## config.mk

```make
export PLATFORM = sky130hd
export DESIGN_NAME = shift_left_seq
export DESIGN_NICKNAME = d
export VERILOG_FILES = /design/src/rtl/shift_left_seq.sv
export SDC_FILE = /design/constraint.sdc
export NUM_CORES = 1
export LEC_CHECK = 0
export BUFFER_PORTS_ARGS = -buffer_cell sky130_fd_sc_hd__buf_2
export CAP_MARGIN = 20
export CORE_MARGIN = 2
export CORE_UTILIZATION = 45
export DETAILED_ROUTE_END_ITERATION = 10
export PLACE_DENSITY = 0.74
export RECOVER_POWER = 25
export SETUP_SLACK_MARGIN = 0.02
export SLEW_MARGIN = 20
export SYNTH_ARGS = -nofsm -noshare
export SYNTH_HDL_FRONTEND = slang
export SYNTH_SLANG_ARGS = --single-unit
export TNS_END_PERCENT = 1
```

## constraint.sdc

```tcl
create_clock -name clk -period 1.5 [get_ports clk]
set_clock_uncertainty 0.15 [all_clocks]
set_input_delay 0.225 -clock clk [delete_from_list [all_inputs] [get_ports clk]]
set_output_delay 0.225 -clock clk [all_outputs]
set_load 0.01 [all_outputs]
```

## src/rtl/shift_left_seq.sv

```systemverilog
// Sequential left shifter: shifts one bit per clock, pulses done on completion.
// Optional rotate mode enabled by defining SHIFT_LEFT_SEQ_ROTATE_EN.
module shift_left_seq #(
   parameter int WIDTH = 8,
   parameter int SHW   = 3
) (
   input  logic             clk,
   input  logic             rst_n,
   input  logic             start,
   input  logic [WIDTH-1:0] op,
   input  logic [SHW-1:0]   shamt,
`ifdef SHIFT_LEFT_SEQ_ROTATE_EN
   input  logic             rotate,
`endif
   output logic             ready,
   output logic [WIDTH-1:0] result,
   output logic             carry,
   output logic             zero,
   output logic             done
);

   typedef enum logic [1:0] {IDLE, SHIFT, DONE} state_t;

   state_t           state_q, state_d;
   logic [WIDTH-1:0] work_q, work_d;
   logic [SHW-1:0]   cnt_q, cnt_d;
   logic             carry_q, carry_d;
   logic             fill_bit;
   logic             accept;

`ifdef SHIFT_LEFT_SEQ_ROTATE_EN
   logic rot_q, rot_d;

   always_ff @(posedge clk or negedge rst_n) begin
      if (!rst_n) rot_q <= 1'b0;
      else        rot_q <= rot_d;
   end

   assign rot_d    = accept ? rotate : rot_q;
   // Rotation feeds the outgoing MSB back into the LSB.
   assign fill_bit = rot_q & work_q[WIDTH-1];
`else
   assign fill_bit = 1'b0;
`endif

   always_ff @(posedge clk or negedge rst_n) begin
      if (!rst_n) begin
         state_q <= IDLE;
         work_q  <= '0;
         cnt_q   <= '0;
         carry_q <= 1'b0;
      end else begin
         state_q <= state_d;
         work_q  <= work_d;
         cnt_q   <= cnt_d;
         carry_q <= carry_d;
      end
   end

   assign ready  = (state_q != SHIFT);
   assign accept = start & ready;

   always_comb begin
      state_d = state_q;
      work_d  = work_q;
      cnt_d   = cnt_q;
      carry_d = carry_q;
      case (state_q)
         IDLE, DONE: begin
            state_d = IDLE;
            if (accept) begin
               work_d  = op;
               cnt_d   = shamt;
               carry_d = 1'b0;
               state_d = (shamt == '0) ? DONE : SHIFT;
            end
         end
         SHIFT: begin
            carry_d = work_q[WIDTH-1];
            work_d  = {work_q[WIDTH-2:0], fill_bit};
            cnt_d   = cnt_q - SHW'(1);
            if (cnt_q == SHW'(1)) state_d = DONE;
         end
         default: state_d = IDLE;
      endcase
   end

   assign result = work_q;
   assign carry  = carry_q;
   assign zero   = (work_q == '0);
   assign done   = (state_q == DONE);

endmodule

```

**Word level (Yosys, flattened, before mapping)**

Cells that the tools add are included.

- Register bits: 14
- Bits of input ports: 14
- Output and inout bits: 12
- Logic and storage cells: 28

- Add/subtract/negate cells: 1
- Eq/ne operators: 6
- Multiplexer cells: 10
- Bitwise logic cells: 1
- Reduce and logical (&&, ||, !) cells: 6

Operators by type and width:

| cell | number |
|---|---|
| one-hot mux 8 bit (2 select lines) | 1 |
| logical NOT 8 bit | 1 |
| two-way mux 8 bit | 1 |
| two-way mux 2 bit | 3 |
| one-hot mux 3 bit (2 select lines) | 1 |
| inequality test 2 bit (second input constant) | 2 |
| one-hot mux 2 bit (2 select lines) | 1 |
| equality test 3 x 1 -> 1 bit (second input constant) | 1 |
| logical NOT 3 bit | 1 |
| two-way mux 3 bit | 1 |
| subtractor 3 x 1 -> 3 bit (second input constant) | 1 |
| equality test 2 x 1 -> 1 bit (second input constant) | 1 |
| equality test 2 bit (second input constant) | 1 |
| logical NOT 2 bit | 1 |
| inequality test 2 x 1 -> 1 bit (second input constant) | 1 |
| one-hot mux 1 bit (2 select lines) | 1 |
| AND reduction 2 bit | 1 |
| nonzero test 2 bit | 1 |
| OR reduction 2 bit | 1 |
| AND 1 bit | 1 |
| two-way mux 1 bit | 1 |

**Logic depth before layout (Yosys ltp)**

- Word-level depth: 4
- Gate-level depth with buffers: 5
- Mapped depth without buffers: 4

**Least setup slack after synthesis**

Ideal clock, no wire load.

- Path type: reg-to-output
- From: register work_q[0] (netlist: result[0])
- To: output port zero
- Arrival: 1117 ps
- Required time: 1125 ps
- Setup slack: 8 ps
- Stages on the path, launching flop included: 3
- Path buffers: 0
- Cells stage by stage: dfrtp_1 or4_1 nor2_1

- Word-level cells in the longest chain between the ends: 1

RTL lines:

| item | line | source |
|---|---|---|
| start: declaration | 25 | `logic [WIDTH-1:0] work_q, work_d;` |
| start signal: assignment | 54 | `work_q <= work_d;` |
| logical NOT 8 bit | 90 | `assign zero = (work_q == '0);` |
| end: declaration | 18 | `output logic zero,` |

Every way passes these cells.

**Worst setup path after layout**

- From: register work_q[5] (netlist: result[5])
- To: output port zero

Same word-level chain as after synthesis.

==> results by group <==
Critical path
  • CP Cell Sequence: or4_4 -> nor2_2 -> buf_2
  • CP max stage delay: 0.53 ns
  • CP required: 1.12 ns
  • Crit. path cell count: 3
  • CP Capture Type: primary output
  • Crit path kind: reg2out
  • Worst R2R Path Depth: 4
  • Top delay family on crit path: simple AND/OR/NAND/NOR gates
  • Startpoint types: flip-flop
  • Sum of buffers and inverters on the critical path: 1
  • Slowest CP cell: or4_4
  • CP arrival: roughly 1.4 ns
  • CP max FO: 2

Synthesis
  • Mean Syn Cell Area: 11.1 µm²
  • Yosys warning count: 0
  • Number of synthesized register bits: 14
  • Sequential share of the synthesized area: a little under 50%
  • Netlist Area Pre-Place: between 700 and 800 µm²
  • Distinct cell type count after synthesis: 19
  • Syn Inst Count: 65
  • Net Count, Synth: 81

Floorplanning
  • I/O pins: 26
  • Initial Util: ~48%
  • Die footprint: a little under 2000 µm²
  • Die Width: approximately 44 µm
  • Core area: ~1500 µm²
  • Core Rows: 14
  • Die Span Y: between 40 and 50 µm

Routing
  • DRT Wirelength: roughly 1500 µm
  • DR vias/cell: roughly 5.2
  • Wire length per cell: about 13 µm
  • Total number of vias: ~620
  • DRC viols: 0
  • Initial DRC Count: 4
  • DR pass1 iterations: 4
  • Post-route ant nets: 0

Timing
  • Tcrit/Tclk final: 119%
  • Worst rel slew slack: between 50 and 60%
  • Fin worst setup slack: -0.291 ns
  • Fin crit period: 1.79 ns
  • Slew Limit Fails: 0
  • RSZ-0062 raised after global routing: yes
  • Hold Fails Final Rpt: 0
  • Highest Clock Rate: around 0.56 GHz
  • Worst slew pin tran: 0.738 ns
  • Final hold slack: approximately 0.038 ns
  • # setup viols final: 1

Placed design
  • Gpl congestion: 0.776
  • Inst Count DP: 114
  • Area after DPL: around 920 µm²
  • HPWL Detailed: between 1000 and 1500 µm
  • IO buf count: 25

Clocking
  • Max Buffers Root-to-Sink: 2
  • Clk sinks: 14
  • Clock Latency Late Sink: 0.27 ns
  • Clk pin slew, worst setup/hold paths: roughly 0.080 ns
  • Number of CTS-inserted buffers: 3
  • H-Tree Depth: 1
  • Clock root cell: clkbuf_4
  • Post-CTS Repair Setup Buffers: 0
  • CTS tree: built

Power and ir drop
  • Internal power: roughly 1.3 mW
  • Leakage: approximately 0.5 nW
  • Clock network fraction of design power: 12.6%
  • Sequential Power Share: 32.0%
  • Net Sw Power: around 0.8 mW
  • Pwr per Cell Area: 2120 nW/µm²
  • Maximum vdd ir drop: 1.01 mV
  • Combinational share of power: between 50% and 60%
  • Switching portion of total power: between 30% and 40%
  • Pwr Total: 2.08 mW

Finish
  • Design Area, Final: around 980 µm²
  • Non-Filler Instances: between 100 and 150
  • Net count, final: between 100 and 150
  • Share of layout cells above drive strength 1: between 40 and 50%
  • Layout area overhead: 36.2%
  • Layout Utilization: between 60 and 70%
  • Inserted Diodes: 0

GRT
  • First-pass GRT wire length: around 2700 µm
  • Number of global-route vias before repair: approximately 630
  • Number of antenna violations at the first check in global routing: 0
  • Pin count of the biggest net entering global routing: 15
  • Grt ovf: 0
  • Total global routing track utilization: a little under a fifth

Worst hold path
  • Hold Crit Class: in2reg
  • WHS Path Cells: 2

Job
  • Max cap viols: 0

Run status
  • Status: finished with violations
  • Failing checks: setup timing
[layer usage]
| layer | global-route usage (%) | wire length [µm] |
|---|---|---|
| met1 | 25.5 | 713 |
| met5 | 0 | 0 |
| met3 | 5.00 | 62 |
| met4 | 5.45 | 10 |
| met2 | 30.3 | 745 |
[area by class of cell]
cell class              instances  area (µm²)
flip-flops and latches         14         350
fillers                       132         527
well taps                      16        20.0
clock buffers                   4        36.3
repair buffers                 38         230
multi-input cells              43         320
inverters                       4        22.5
[what timing repair did]
item | 4_1_cts | 5_1_grt
gates cloned | 0 | 0
endpoints found under the hold margin | 14 | 0
resized for setup | 3 | 1
pin swaps | 0 | 0
setup endpoints to repair | 8 | 6
hold buffers | 1 | 0
[cells in the final DEF, fill, tap and decap left out]
master / instances
buf_2: 23
dfrtp_1: 14
buf_4: 12
mux2i_1: 8
nand2_1: 7
o21ai_0: 7
inv_1: 3
nor2_1: 3
a22o_1: 3
a221o_1: 3
clkbuf_4: 3
or4_4: 2
ha_1: 2
nor2b_4: 1
inv_8: 1
and2b_1: 1
nor2_2: 1
nor2b_2: 1
nor3_1: 1
nor2b_1: 1
o32ai_1: 1
nor3b_1: 1
clkbuf_8: 1
dlygate4sd3_1: 1
clkbuf_1: 1
buf_6: 1
[power by group through the flow]
stage,Sequential [mW],Combinational [mW],Clock (mW)
floorplan,0.711,0.651,0
global placement,0.647,1.08,0
detailed placement,0.658,1.09,0
CTS,0.662,1.14,0.270
global route,0.687,1.27,0.289
finish,0.665,1.15,0.263
[through the flow]
step	worst slack, ns	TNS, ns
after global placement	-0.00289	-0.00289
after detailed placement	-0.00336	-0.00336
after CTS	-0.315	-0.315
after global routing	-0.356	-0.409
final	-0.291	-0.291
after floorplan	0.0182	0
[final timing paths]
kind	startpoint	endpoint	slack, ns
worst min-delay path	op[0]	result[0]	0.04
worst max-delay path	result[5]	zero	-0.29
max in group asynchronous	rst_n	result[4]	0.36
min in group asynchronous	rst_n	result[7]	0.37
worst max register to register	state_q[0]	result[5]	0.10
worst min register to register	carry	carry	0.36
[state kept, by name, indices dropped and copies added, names as in the netlist]
name     flops
carry        1
result       8
state_q      2
cnt_q        3
[synth_stat cells, drive strengths merged]
library cell	n	area, µm²
and2b	1	7.51
inv	4	22.5
buf	4	38.8
nor2b	3	26.3
nor2	4	15.0
a22o	3	26.3
ha	2	25.0
nor3	1	5.00
mux2i	8	80.1
nand2	7	26.3
o21ai	7	35.0
or4	2	15.0
dfrtp	14	350
a221o	3	30.0
nor3b	1	7.51
o32ai	1	8.76
[cell families after synthesis]
logic type,count (synthesis),share of synthesized area (%)
buffers and inverters,8,8.52
muxes,8,11.1
DFF,14,48.7
adders and majority gates,2,3.48
and+or+nand+nor,19,14.3
AOI/OAI and AO/OA,14,13.9
Power figures use the tool's default switching activity.
